==> config.mk <==
export PLATFORM = sky130hd
export DESIGN_NAME = hazard_scoreboard
export DESIGN_NICKNAME = d
export VERILOG_FILES = /design/src/rtl/pipeline_pkg.sv /design/src/rtl/hazard_scoreboard_src_match.sv /design/src/rtl/hazard_scoreboard.sv
export SDC_FILE = /design/constraint.sdc
export NUM_CORES = 1
export LEC_CHECK = 0
export ABC_AREA = 1
export CAP_MARGIN = 20
export CORE_MARGIN = 3
export CORE_UTILIZATION = 35
export DETAILED_ROUTE_END_ITERATION = 7
export DONT_BUFFER_PORTS = 1
export MAX_ROUTING_LAYER = met4
export SLEW_MARGIN = 25
export SYNTH_ARGS = -nofsm -noshare
export SYNTH_HDL_FRONTEND = slang
export SYNTH_HIERARCHICAL = 1
export SYNTH_SLANG_ARGS = --single-unit
==> constraint.sdc <==
create_clock -name clk -period 5.45 [get_ports clk]
set_input_delay 0.8175 -clock clk [delete_from_list [all_inputs] [get_ports clk]]
set_output_delay 0.8175 -clock clk [all_outputs]
set_load 0.02 [all_outputs]
==> src/rtl/pipeline_pkg.sv <==
// Shared pipeline definitions: register-file ids, forward-select encodings and
// the scoreboard entry layout used by the hazard/forwarding controller.
package pipeline_pkg;

    localparam int RF_GPR = 0;
    localparam int RF_FPR = 1;

    localparam int FWD_REGFILE = 0;
    localparam int FWD_EX      = 1;
    localparam int FWD_MEM     = 2;
    localparam int FWD_WB      = 3;

    // Entry fields are sized for the widest legal configuration; modules zero-extend into them.
    localparam int SB_RF_MAX  = 3;
    localparam int SB_IDX_MAX = 8;
    localparam int SB_LAT_MAX = 4;

    typedef struct packed {
        logic                  valid;
        logic [SB_RF_MAX-1:0]  rf;
        logic [SB_IDX_MAX-1:0] idx;
        logic [SB_LAT_MAX-1:0] lat;
    } sb_entry_t;

endpackage

==> src/rtl/hazard_scoreboard_src_match.sv <==
// Per-source priority match over the in-flight queue: youngest producer of the
// source register decides between a bypass select and a hazard.
module hazard_src_match
    import pipeline_pkg::*;
#(
    parameter int DEPTH = 3,
    parameter int IDX_W = 5,
    parameter int RF_W  = 1,
    parameter int SEL_W = 2
) (
    input  logic             src_en,
    input  logic [RF_W-1:0]  src_rf,
    input  logic [IDX_W-1:0] src_idx,
    input  sb_entry_t        q [DEPTH],
    output logic             hazard,
    output logic [SEL_W-1:0] fwd_sel
);

    logic src_live;

    // GPR r0 never carries a dependency; FPR f0 is an ordinary register.
    assign src_live = src_en & ~((src_rf == RF_W'(RF_GPR)) & (src_idx == '0));

    // Walk oldest to youngest so the youngest match overrides everything behind it.
    always_comb begin
        hazard  = 1'b0;
        fwd_sel = SEL_W'(FWD_REGFILE);
        for (int k = DEPTH; k >= 1; k--) begin
            if (src_live && q[k-1].valid &&
                q[k-1].rf == SB_RF_MAX'(src_rf) &&
                q[k-1].idx == SB_IDX_MAX'(src_idx)) begin
                if (k >= int'(q[k-1].lat)) begin
                    hazard  = 1'b0;
                    fwd_sel = SEL_W'(k);
                end else begin
                    hazard  = 1'b1;
                    fwd_sel = SEL_W'(FWD_REGFILE);
                end
            end
        end
    end

endmodule

==> src/rtl/hazard_scoreboard.sv <==
// Hazard/forwarding controller: shift queue of in-flight register writes,
// per-source bypass selection, decode stall generation and a stall counter.
module hazard_scoreboard
    import pipeline_pkg::*;
#(
    parameter int DEPTH  = 3,
    parameter int IDX_W  = 5,
    parameter int NUM_RF = 2,
    parameter int RF_W   = 1,
    parameter int SEL_W  = 2
) (
    input  logic             clk,
    input  logic             reset,
    input  logic             issue_valid,
    input  logic             issue_we,
    input  logic [RF_W-1:0]  issue_rf,
    input  logic [IDX_W-1:0] issue_dst,
    input  logic [SEL_W-1:0] issue_lat,
    input  logic             flush,
    input  logic             src_a_en,
    input  logic [RF_W-1:0]  src_a_rf,
    input  logic [IDX_W-1:0] src_a_idx,
    input  logic             src_b_en,
    input  logic [RF_W-1:0]  src_b_rf,
    input  logic [IDX_W-1:0] src_b_idx,
    output logic             stall,
    output logic [SEL_W-1:0] fwd_a_sel,
    output logic [SEL_W-1:0] fwd_b_sel,
    output logic [31:0]      stall_count
);

    if (NUM_RF > (1 << RF_W) || (1 << SEL_W) < DEPTH + 1 || DEPTH < 2 || DEPTH > 8) begin : g_bad_cfg
        $error("hazard_scoreboard: inconsistent parameters");
    end

    logic             vld_p [DEPTH];
    logic [RF_W-1:0]  rf_p  [DEPTH];
    logic [IDX_W-1:0] idx_p [DEPTH];
    logic [SEL_W-1:0] lat_p [DEPTH];
    sb_entry_t        q     [DEPTH];

    logic             hazard_a;
    logic             hazard_b;
    logic             insert;
    logic [SEL_W-1:0] lat_in;

    always_comb begin
        for (int k = 0; k < DEPTH; k++) begin
            q[k]       = '0;
            q[k].valid = vld_p[k];
            q[k].rf    = SB_RF_MAX'(rf_p[k]);
            q[k].idx   = SB_IDX_MAX'(idx_p[k]);
            q[k].lat   = SB_LAT_MAX'(lat_p[k]);
        end
    end

    hazard_src_match #(.DEPTH(DEPTH), .IDX_W(IDX_W), .RF_W(RF_W), .SEL_W(SEL_W)) u_match_a (
        .src_en  (src_a_en),
        .src_rf  (src_a_rf),
        .src_idx (src_a_idx),
        .q       (q),
        .hazard  (hazard_a),
        .fwd_sel (fwd_a_sel)
    );

    hazard_src_match #(.DEPTH(DEPTH), .IDX_W(IDX_W), .RF_W(RF_W), .SEL_W(SEL_W)) u_match_b (
        .src_en  (src_b_en),
        .src_rf  (src_b_rf),
        .src_idx (src_b_idx),
        .q       (q),
        .hazard  (hazard_b),
        .fwd_sel (fwd_b_sel)
    );

    // A squashed decode slot can neither stall nor enter the queue.
    assign stall  = issue_valid & ~flush & (hazard_a | hazard_b);
    assign insert = issue_valid & issue_we & ~stall & ~flush;
    assign lat_in = (issue_lat == '0) ? SEL_W'(FWD_EX) : issue_lat;

    // Stage boundary: decode -> EX, then one entry per post-decode stage.
    always_ff @(posedge clk) begin
        if (reset) begin
            for (int k = 0; k < DEPTH; k++) vld_p[k] <= 1'b0;
        end else begin
            vld_p[0] <= insert;
            for (int k = 1; k < DEPTH; k++) vld_p[k] <= vld_p[k-1];
        end
    end

    always_ff @(posedge clk) begin
        rf_p[0]  <= issue_rf;
        idx_p[0] <= issue_dst;
        lat_p[0] <= lat_in;
        for (int k = 1; k < DEPTH; k++) begin
            rf_p[k]  <= rf_p[k-1];
            idx_p[k] <= idx_p[k-1];
            lat_p[k] <= lat_p[k-1];
        end
    end

    always_ff @(posedge clk) begin
        if (reset) begin
            stall_count <= '0;
        end else if (stall && stall_count != 32'hFFFF_FFFF) begin
            stall_count <= stall_count + 32'd1;
        end
    end

endmodule

* Word-level counts from Yosys, hierarchy flattened
Memories as Yosys holds them, arrays and structs flattened. Cells that the tools add are included.
Operators by class: add/subtract/negate cells 1, magnitude comparators 3, eq/ne operators 13, multiplexer cells 25, bitwise gates (word level) 19, reduce and logical (&&, ||, !) cells 22
Operators with widths (count):
- $add 32x1->32 const B | 1
- $ne 32x32->1 const B | 1
- $eq 5x5->1 | 6
- $logic_and 1x1->1 | 19
- $mux 2 | 9
- $mux 1 | 16
- $logic_not 5->1 | 2
- $and 1x1->1 | 9
- $eq 1x1->1 | 6
- $not 1->1 | 6
- $ge 2x2->1 const A | 2
- $or 1x1->1 | 4
- $ge 1x2->1 const A | 1
- $logic_not 2->1 | 1
Storage, ports and cells: bits in registers 32, RAM bits 27, logic and storage cells 88, memories 4
Memories:
- idx_p | depth 3, bits a word 5, read ports 3, clocked after Yosys merged registers in 0, wr ports 3, RTL line hazard_scoreboard.sv:38 | logic [IDX_W-1:0] idx_p [DEPTH];
- lat_p | depth 3, bits a word 2, read ports 3, clocked after Yosys merged registers in 0, wr ports 3, RTL line hazard_scoreboard.sv:39 | logic [SEL_W-1:0] lat_p [DEPTH];
- rf_p | depth 3, bits a word 1, read ports 3, clocked after Yosys merged registers in 0, wr ports 3, RTL line hazard_scoreboard.sv:37 | logic [RF_W-1:0] rf_p [DEPTH];
- vld_p | depth 3, bits a word 1, read ports 3, clocked after Yosys merged registers in 0, wr ports 3, RTL line hazard_scoreboard.sv:36 | logic vld_p [DEPTH];

* Logic depth before layout (Yosys ltp)
Gate-level depths: netlist of the first run.
word-level depth 16, gate-level depth with buffers 22, mapped depth without buffers 21

* Cells and area by module
Netlist of the first run, hierarchy kept.
Modules (own cells, without submodules):
- hazard_scoreboard | instances 1, cells an instance 388, area an instance 2762.6 um^2, seq. area each 1181.1 um^2
- hazard_src_match | instances 2, cells an instance 112, area an instance 485.5 um^2, seq. area each 0.0 um^2

* Worst setup path before layout of the first run
No wires, ideal clock.
kind input -> output, from in src_b_rf, to out stall, data arrival time 1.868 ns, required time 4.633 ns, path slack 2.765 ns, stages on the path 11, cell sequence inv_1 nand2_1 nand4_1 nor3_1 nand3_1 nor2_1 inv_1 nand2_1 nor2_1 nor2_2 buf_6
On the way: longest elaborated chain between the ends 12, elaborated cells on any way between the ends 21
RTL lines:
- start, declared | RTL line hazard_scoreboard.sv:24 | input logic [RF_W-1:0] src_b_rf,
- $not 1->1 | RTL line hazard_scoreboard_src_match.sv:22 | assign src_live = src_en & ~((src_rf == RF_W'(RF_GPR)) & (src_idx == '0));
- $and 1x1->1 | RTL line hazard_scoreboard_src_match.sv:22
- $not 1->1 | RTL line hazard_scoreboard_src_match.sv:22
- $and 1x1->1 | RTL line hazard_scoreboard_src_match.sv:22
- $logic_and 1x1->1 (2 in a row) | RTL line hazard_scoreboard_src_match.sv:29 | if (src_live && q[k-1].valid &&
- $logic_and 1x1->1 | RTL line hazard_scoreboard_src_match.sv:30 | q[k-1].rf == SB_RF_MAX'(src_rf) &&
- $mux 1 (2 in a row) | RTL line hazard_scoreboard_src_match.sv:29
- $mux 1 (*) | RTL line hazard_scoreboard_src_match.sv:29
- net hazard_b | RTL line hazard_scoreboard.sv:43 | logic hazard_b;
- $or 1x1->1 (*) | RTL line hazard_scoreboard.sv:76 | assign stall = issue_valid & ~flush & (hazard_a | hazard_b);
- $and 1x1->1 (*) | RTL line hazard_scoreboard.sv:76
- end, declared | RTL line hazard_scoreboard.sv:26 | output logic stall,
Mark *: on every way through the listed nets, which the timed path passes. The rest lies on a longest branch.

* Worst setup path in the final report of the first run
from in src_a_rf, to out stall
On the way: longest elaborated chain between the ends 12, elaborated cells on any way between the ends 21
RTL lines:
- start, declared | RTL line hazard_scoreboard.sv:21 | input logic [RF_W-1:0] src_a_rf,
- $not 1->1 | RTL line hazard_scoreboard_src_match.sv:22
- $and 1x1->1 | RTL line hazard_scoreboard_src_match.sv:22
- $not 1->1 | RTL line hazard_scoreboard_src_match.sv:22
- $and 1x1->1 | RTL line hazard_scoreboard_src_match.sv:22
- $logic_and 1x1->1 (2 in a row) | RTL line hazard_scoreboard_src_match.sv:29
- $logic_and 1x1->1 | RTL line hazard_scoreboard_src_match.sv:30
- $mux 1 (2 in a row) | RTL line hazard_scoreboard_src_match.sv:29
- $mux 1 (*) | RTL line hazard_scoreboard_src_match.sv:29
- net hazard_a | RTL line hazard_scoreboard.sv:42 | logic hazard_a;
- $or 1x1->1 (*) | RTL line hazard_scoreboard.sv:76
- $and 1x1->1 (*) | RTL line hazard_scoreboard.sv:76
Marks and branches as above.

==> flow_summary.toml, run 1 <==
[outcome]
status = "completed"

[yosys]
synthCells = 610
synth_area_per_cell_sq_um = 6.05
syn_area_sq_mm = 0.00369
yosysWarnings = 6

[drt]
wl_met3_um = 865
first_pass_iters = 5
vias = 3611
wl_met2_mm = 4.61
antenna_left = 0
routed.top_layer = "met4"
routed_wl_mm = 10.4
drt-initial-drc-count = 276
remaining_drc_errors = 0
routedLengthMet1_mm = 4.80
viasPerCell = 4.58
detail_route.wl_per_cell_um = 13.2

[hold_path]
holdPathStages = 0
min_to = "lat_p[0][2]"
min_from = "lat_p[0][0]"
hp-class = "register to register"

[sta]
slew_headroom_pct = 38.2
rsz0062_at_grt = "no"
fmax_ghz = 0.313
finalSetupViolCount = 0
drv_slew = 0
final.period_utilization_pct = 58.6
hold_violations = 0
finClkSkew_ns = 0.0113
finalSetupTns_ns = 0
setup_slack_ns = 2.25
tightest_slew_ns = 0.927
fin_crit_ns = 3.20
whs_ns = 0.337

[clocking]
post_cts_buffers = 0
cts.sinks = 57
htreeDepth = 3
cts.clk_slew.worst_paths_ns = 0.05
hold_buffers = 0
cts_inserted_buffers = 9
insertion_delay_ns = 0.36
cts_tree = "yes"
clockBufferDepth = 2
ctsResizeCount = 0
clock-root-buffer = "clkbuf_8"

[layout]
post-route-util_pct = 41.0
n_antenna_cell = 0
fin_nets = 681
final_layout_size_suffix_gt1_share_pct = 10.4
area.growth.synth_to_final_pct = 10.9

[floorplanning]
rows = 36
floorplan.initialDensity_pct = 36.9
die-area_sq_mm = 0.0118
ios = 64
core_area_sq_mm = 0.0100
die_x_um = 109
die_h_um = 109

[setup_path]
path_max_fanout = 11
crit_arrival_ns = 2.38
required_ns = 4.63
rrSetupSlack_ns = 2.41
worstSetupStartpointType = "input port"
r2r_cells = 19
r2r_start = "idx_p[0][8]"
end_kind = "output port"
critPathKind = "input port to output port"
timing.rr.end = "stall_count[14]"

[place]
dp_hpwl_mm = 8.23
gp_congestion = 0.945
portBuffers = 0
post-place-ws_ns = 2.01

[grt]
grt_pass1_wl_mm = 16.4
first_global_vias = 3301
grt_use_total_pct = 18.9
grt_max_degree = 31
grt_remaining_overflow = 0
antenna_found_initial = 0

[power]
p_leak_nw = 1.93
peakVddDrop_uv = 134
p_per_area_mw_per_mm2 = 206

[run]
maxCapViolCount = 0
==> layout make-up <==
cell class | instances | area [sq um]
Inverter | 95 | 357
Multi-Input combinational cell | 490 | 2270
Fill cell | 1104 | 5900
Clock buffer | 14 | 163
Tap cell | 133 | 166
Sequential cell | 57 | 1140
==> sequential cells by signal, indices dropped and copies added, names as in the netlist <==
register	cells
stall_count	32
rf_p	3
idx_p	15
lat_p	4
vld_p	3
==> worst max path at each step <==
stage | from | end | slack, ns | cells after the start
3_3_place_gp | src_a_rf | stall_count[14] | 2.02 | 15
2_1_floorplan | src_b_rf | stall | 2.76 | 11
3_5_place_dp | src_a_rf | stall_count[14] | 2.01 | 15
4_1_cts | src_a_rf | stall | 2.27 | 10
6_report | src_a_rf | stall | 2.25 | 10
5_1_grt | src_a_rf | stall | 2.08 | 10
==> placed cells by master (no fill, tap or decap), types with 3 or more instances in the layout <==
| master | n |
|---|---|
| nand4_1 | 15 |
| a21oi_1 | 26 |
| nor2_4 | 6 |
| nor2_1 | 124 |
| nor2_2 | 12 |
| a21oi_2 | 3 |
| xnor2_1 | 6 |
| inv_2 | 11 |
| nand3_1 | 29 |
| nand2_1 | 183 |
| clkbuf_8 | 11 |
| inv_1 | 84 |
| nor3_1 | 5 |
| conb_1 | 42 |
| nand3_2 | 11 |
| xor2_1 | 3 |
| nand2_2 | 9 |
| dfxtp_1 | 57 |
| clkbuf_1 | 3 |
==> routing by layer <==
metal,vias up,GRT usage [%]
met1,1589,23.9
met2,106,28.2
met4,0,6.58
li1,1903,-
met3,13,6.04
met5,-,-
==> critical path, stage by stage <==
cell	delay (ns)
inv_1	0.07
nand2_1	0.07
nand4_1	0.14
nor3_1	0.16
nand3_1	0.16
nor2_1	0.16
inv_1	0.06
nand2_1	0.08
nor2_1	0.07
nor2_2	0.57
==> metrics by stage <==
stage	area, sq um	std cells	power (mW)
6_report	4100	789	0.842
5_1_grt	4100	789	0.885
4_1_cts	4100	789	0.854
3_5_place_dp	3930	775	0.501
3_3_place_gp	3930	775	0.501
2_1_floorplan	3850	651	0.490
==> power breakdown <==
group	leakage (nW)	internal, mW	total, mW	switching (mW)
combinational	1.38	0.0213	0.0586	0.0373
clock	0.0826	0.185	0.348	0.163
sequential	0.467	0.426	0.435	0.00913
total	1.93	0.633	0.842	0.210
No activity file was read; power rests on OpenSTA's default activity.
==> inputs of run 2 (changes only) <==
==> constraint.sdc (replaced) <==
create_clock -name clk -period 3.2 [get_ports clk]
set_input_delay 0.48 -clock clk [delete_from_list [all_inputs] [get_ports clk]]
set_output_delay 0.48 -clock clk [all_outputs]
set_load 0.02 [all_outputs]
==> run 2 against run 1 <==
Critical path depth up 1. Die area unchanged. Core utilization up 0.58 points. Register-to-register slack worse by 1.8 ns. Clock skew about the same. Routed wire length down 0.28%. Global-route usage up 0.13 points. Combinational power up 70%. Largest cell class unchanged. Largest power group unchanged. Highest routed layer unchanged.
==> flow_summary.toml, run 2 (same netlist as run 1, synthesis figures left out) <==
[drt]
vias = 3615
drt-initial-drc-count = 236
routed_wl_mm = 10.4
detail_route.wl_per_cell_um = 13.1
first_pass_iters = 5
antenna_left = 0
viasPerCell = 4.56
remaining_drc_errors = 0

[layout]
final_layout_size_suffix_gt1_share_pct = 11.4
multi_input_area_sq_mm = 0.00227
fin_nets = 683
layout.cells.non_filler = 793
regMostFlops = "stall_count"
top_regs = "stall_count (32), idx_p (15), lat_p (4)"
largest_register_ffs = 32
register_area_sq_mm = 0.00114
final_cell_mix = "183 x nand2_1, 124 x nor2_1, 84 x inv_1"
n_antenna_cell = 0
fill_cells = 1111
final_common_cell = "nand2_1"
area.growth.synth_to_final_pct = 12.4

[setup_path]
path_max_fanout = 6
r2r_start = "rf_p[0][0]"
required_ns = 2.72
timing.rr.end = "stall_count[26]"
rrSetupSlack_ns = 0.62
r2r_cells = 15
critPathKind = "register to output port"
end_kind = "output port"
crit_arrival_ns = 2.20
worstSetupStartpointType = "register"

[clocking]
cts.sinks = 57
post_cts_buffers = 0
cts_inserted_buffers = 9
clock-root-buffer = "clkbuf_8"
ctsResizeCount = 0
cts.clk_slew.worst_paths_ns = 0.07
insertion_delay_ns = 0.35
htreeDepth = 3
hold_buffers = 0
clockBufferDepth = 2
cts_tree = "yes"

[power]
p_leak_nw = 1.97
intPower_mw = 1.16
p_per_area_mw_per_mm2 = 372
seq_power_share_pct = 47.9
p_sw_share_pct = 25.0
p_comb_share_pct = 6.4
power.switching_mw = 0.386
peakVddDrop_uv = 169
power_frac_clock_pct = 45.7

[hold_path]
min_from = "issue_dst[3]"
min_to = "idx_p[0][3]"
holdPathStages = 0
hp-class = "input port to register"

[sta]
finClkSkew_ns = 0.0117
final.period_utilization_pct = 83.9
finalSetupTns_ns = 0
drv_slew = 0
tightest_slew_ns = 0.998
rsz0062_at_grt = "no"
fin_crit_ns = 2.68
slew_headroom_pct = 33.4
fmax_ghz = 0.372
whs_ns = 0.152
finalSetupViolCount = 0
hold_violations = 0

[floorplanning]
die-area_sq_mm = 0.0118
rows = 36
die_h_um = 109
die_x_um = 109
ios = 64
floorplan.initialDensity_pct = 36.9
core_area_sq_mm = 0.0100

[grt]
first_global_vias = 3448
grt_use_total_pct = 19.0
grt_remaining_overflow = 0
antenna_found_initial = 0
grt_max_degree = 31
grt_pass1_wl_mm = 16.9

[place]
portBuffers = 0
place_inst = 777
gp_congestion = 0.957
dp_hpwl_mm = 8.20

[run]
maxCapViolCount = 0

[outcome]
status = "completed"
==> run 2: power by group through the flow <==
stage | combinational, mW | sequential [mW] | clock (mW)
floorplan | 0.0824 | 0.751 | 0
global placement | 0.0961 | 0.757 | 0
detailed placement | 0.0968 | 0.757 | 0
CTS | 0.0973 | 0.741 | 0.728
global route | 0.117 | 0.743 | 0.760
finish | 0.0994 | 0.741 | 0.706
==> run 2: how the worst max path moves through the flow <==
stage                      startpoint              end  slack, ns  depth (start not counted)
after CTS                  rf_p[0][0]            stall       0.48                         11
after global routing      idx_p[0][3]            stall       0.26                         11
after floorplan              src_b_rf  stall_count[27]       1.00                         18
final                      rf_p[0][0]            stall       0.52                         11
after global placement       src_b_rf  stall_count[28]       0.61                         17
after detailed placement     src_b_rf  stall_count[26]       0.53                         15
==> run 2: critical path, cell delays in order, from the launching register on <==
cell and delay, ns:
dfxtp_1 0.42, inv_1 0.06, nand2_1 0.06, nand4_1 0.12, nor3_2 0.15, nand3_1 0.17
nor2_1 0.18, inv_1 0.06, nand2_1 0.08, nor2_1 0.07, nor2_2 0.27, buf_4 0.21
==> run 2: cell type report <==
class,instances,area share [%]
tap,133,4.01
clock inverter,5,1.30
timing repair buffer,2,0.362
inverter,95,8.59
sequential,57,27.5
clock buffer,11,3.65
multi-input combinational,490,54.6
==> run 2: stage by stage <==
step	setup slack, ns	util (%)	instance area [sq um]	total power [mW]
2_1_floorplan	1.00	-	3850	0.834
3_3_place_gp	0.614	39.5	3950	0.853
3_5_place_dp	0.527	39.5	3950	0.854
4_1_cts	0.485	41.5	4150	1.57
5_1_grt	0.265	41.5	4150	1.62
6_report	0.515	41.5	4150	1.55
==> run 2: per-layer routing <==
| metal | track usage, % | wire [um] | up-vias |
|---|---|---|---|
| met3 | 5.86 | 811 | 18 |
| met1 | 24.8 | 4960 | 1582 |
| li1 | - | - | 1912 |
| met5 | - | 0 | - |
| met2 | 28.0 | 4450 | 103 |
| met4 | 6.04 | 177 | 0 |
==> inputs of run 3 (changes only) <==
==> constraint.sdc (replaced) <==
create_clock -name clk -period 2.2 [get_ports clk]
set_input_delay 0.33 -clock clk [delete_from_list [all_inputs] [get_ports clk]]
set_output_delay 0.33 -clock clk [all_outputs]
set_load 0.02 [all_outputs]
==> run 3 against run 2 <==
The run now ends with setup timing left. Combinational power up 72%. Critical endpoint unchanged. Via count is 12% higher. Hold slack got worse by 0.12 ns. Non-clock buffer count increased by 71. Largest power group is now clock.
==> flow_summary.toml, run 3 (same netlist as run 1, synthesis figures left out) <==
[setup_path]
critPathKind = "register to output port"
max_stage_delay_ns = 0.34
worstSetupStartpointType = "register"
crit_arrival_ns = 2.01
crit_chain = "inv_2, nor2_1, nand4_1, nor2_1, nand2_2, nor2_4, nand2_2, nand2_2, nand2_2, nand2_4, nor2_4, nor2_4, buf_6, buf_6"
timing.rr.end = "stall_count[23]"
r2r_cells = 20
rrSetupSlack_ns = -0.14
timing.critical_path.mode_cell = "nand2_2"
required_ns = 1.87
path_max_fanout = 3
r2r_start = "vld_p[0][1]"
cp_slowest_cell = "dfxtp_2"
end_kind = "output port"

[place]
dp_hpwl_mm = 8.32
place_area_sq_mm = 0.00435
gp_congestion = 0.956
portBuffers = 0
place_inst = 830
post-place-ws_ns = -0.317

[layout]
post-route-cell-area_sq_mm = 0.00512
multi_input_area_sq_mm = 0.00259
final_common_cell = "nand2_1"
regMostFlops = "stall_count"
fill_cells = 1004
layout.cells.non_filler = 864
largest_register_ffs = 32
final_layout_size_suffix_gt1_share_pct = 29.1
register_area_sq_mm = 0.00117
fin_nets = 754
n_antenna_cell = 0
top_regs = "stall_count (32), idx_p (15), lat_p (4)"
final_cell_mix = "166 x nand2_1, 97 x nor2_1, 77 x inv_1"
area.growth.synth_to_final_pct = 38.7
post-route-util_pct = 51.2

[sta]
final.period_utilization_pct = 106
finalSetupTns_ns = -1.40
fin_crit_ns = 2.34
finalSetupViolCount = 19
finClkSkew_ns = 0.0109
setup_slack_ns = -0.143
slew_headroom_pct = 59.3
whs_ns = 0.0355
fmax_ghz = 0.427
drv_slew = 0
tightest_slew_ns = 0.610
rsz0062_at_grt = "yes"
hold_violations = 0

[outcome]
status = "complete, but fails checks"
violations = "setup timing"

[drt]
first_pass_iters = 5
routed_wl_mm = 11.2
remaining_drc_errors = 0
antenna_left = 0
detail_route.wl_per_cell_um = 12.9
viasPerCell = 4.68
drt-initial-drc-count = 204
vias = 4043

[hold_path]
min_to = "stall_count[0]"
holdPathStages = 1
hp-class = "input port to register"
min_from = "reset"

[floorplanning]
ios = 64
rows = 36
floorplan.initialDensity_pct = 36.9
core_area_sq_mm = 0.0100
die_h_um = 109
die-area_sq_mm = 0.0118
die_x_um = 109

[grt]
grt_remaining_overflow = 0
first_global_vias = 3650
grt_pass1_wl_mm = 17.5
grt_max_degree = 31
grt_use_total_pct = 19.5
antenna_found_initial = 0

[clocking]
cts.sinks = 57
cts_inserted_buffers = 9
cts_tree = "yes"
cts.clk_slew.worst_paths_ns = 0.07
clockBufferDepth = 2
clock-root-buffer = "clkbuf_8"
insertion_delay_ns = 0.35
htreeDepth = 3

[power]
p_total_mw = 2.39
p_per_area_mw_per_mm2 = 467
p_leak_nw = 2.44
peakVddDrop_uv = 277

[run]
maxCapViolCount = 0
[run 3: changes by cell type in the layout (fill, tap and decap cells not counted), sizes merged]
cell,change
clkinv,-2
dlygate4sd3,+7
bufinv,+1
buf,+64
clkinvlp,+1
[run 3: cell type report]
type / count / share of cell area (%)
Sequential cell: 57 / 22.8
Clock buffer: 11 / 2.95
Multi-Input combinational cell: 490 / 50.6
Clock inverter: 5 / 1.51
Timing Repair Buffer: 73 / 11.8
Inverter: 95 / 7.11
Tap cell: 133 / 3.25
[run 3: critical path: cells and delay by family, from the launching register on]
kind,cells,cell delay (ns)
simple gates,11,1.06
flops,1,0.34
buf+inv,3,0.26
[run 3: worst max path at each step]
stage                      startpoint              end  slack [ns]  cells past startpoint
final                     vld_p[0][1]            stall       -0.14                     14
after global routing      vld_p[0][1]  stall_count[23]       -0.28                     20
after CTS                 vld_p[0][0]            stall       -0.11                     12
after detailed placement     src_b_rf  stall_count[23]       -0.32                     17
after global placement    vld_p[0][0]  stall_count[23]       -0.30                     17
after floorplan           idx_p[0][7]  stall_count[27]        0.13                     22
[run 3: power by group]
group	internal, mW	leakage, nW	switching (mW)	total [mW]
clock	0.695	0.115	0.451	1.15
combinational	0.0699	1.86	0.101	0.171
sequential	1.05	0.470	0.0226	1.08
[run 3: metal layers]
| layer | vias up | part of all wire [%] | GRT usage, % |
|---|---|---|---|
| li1 | 2063 | - | - |
| met5 | - | 0 | - |
| met2 | 120 | 46 | 30.4 |
| met1 | 1847 | 45 | 24.8 |
| met4 | 0 | 1.5 | 5.41 |
| met3 | 13 | 7.2 | 5.51 |
[run 3: what timing repair did]
action                                  in CTS  in global routing
pin swaps                                   15                 38
endpoints found under the setup margin      30                 36
setup buffers                                5                  8
gates resized for setup                     48                 76
hold buffers                                 7                  0
hold endpoints to repair                     7                  0
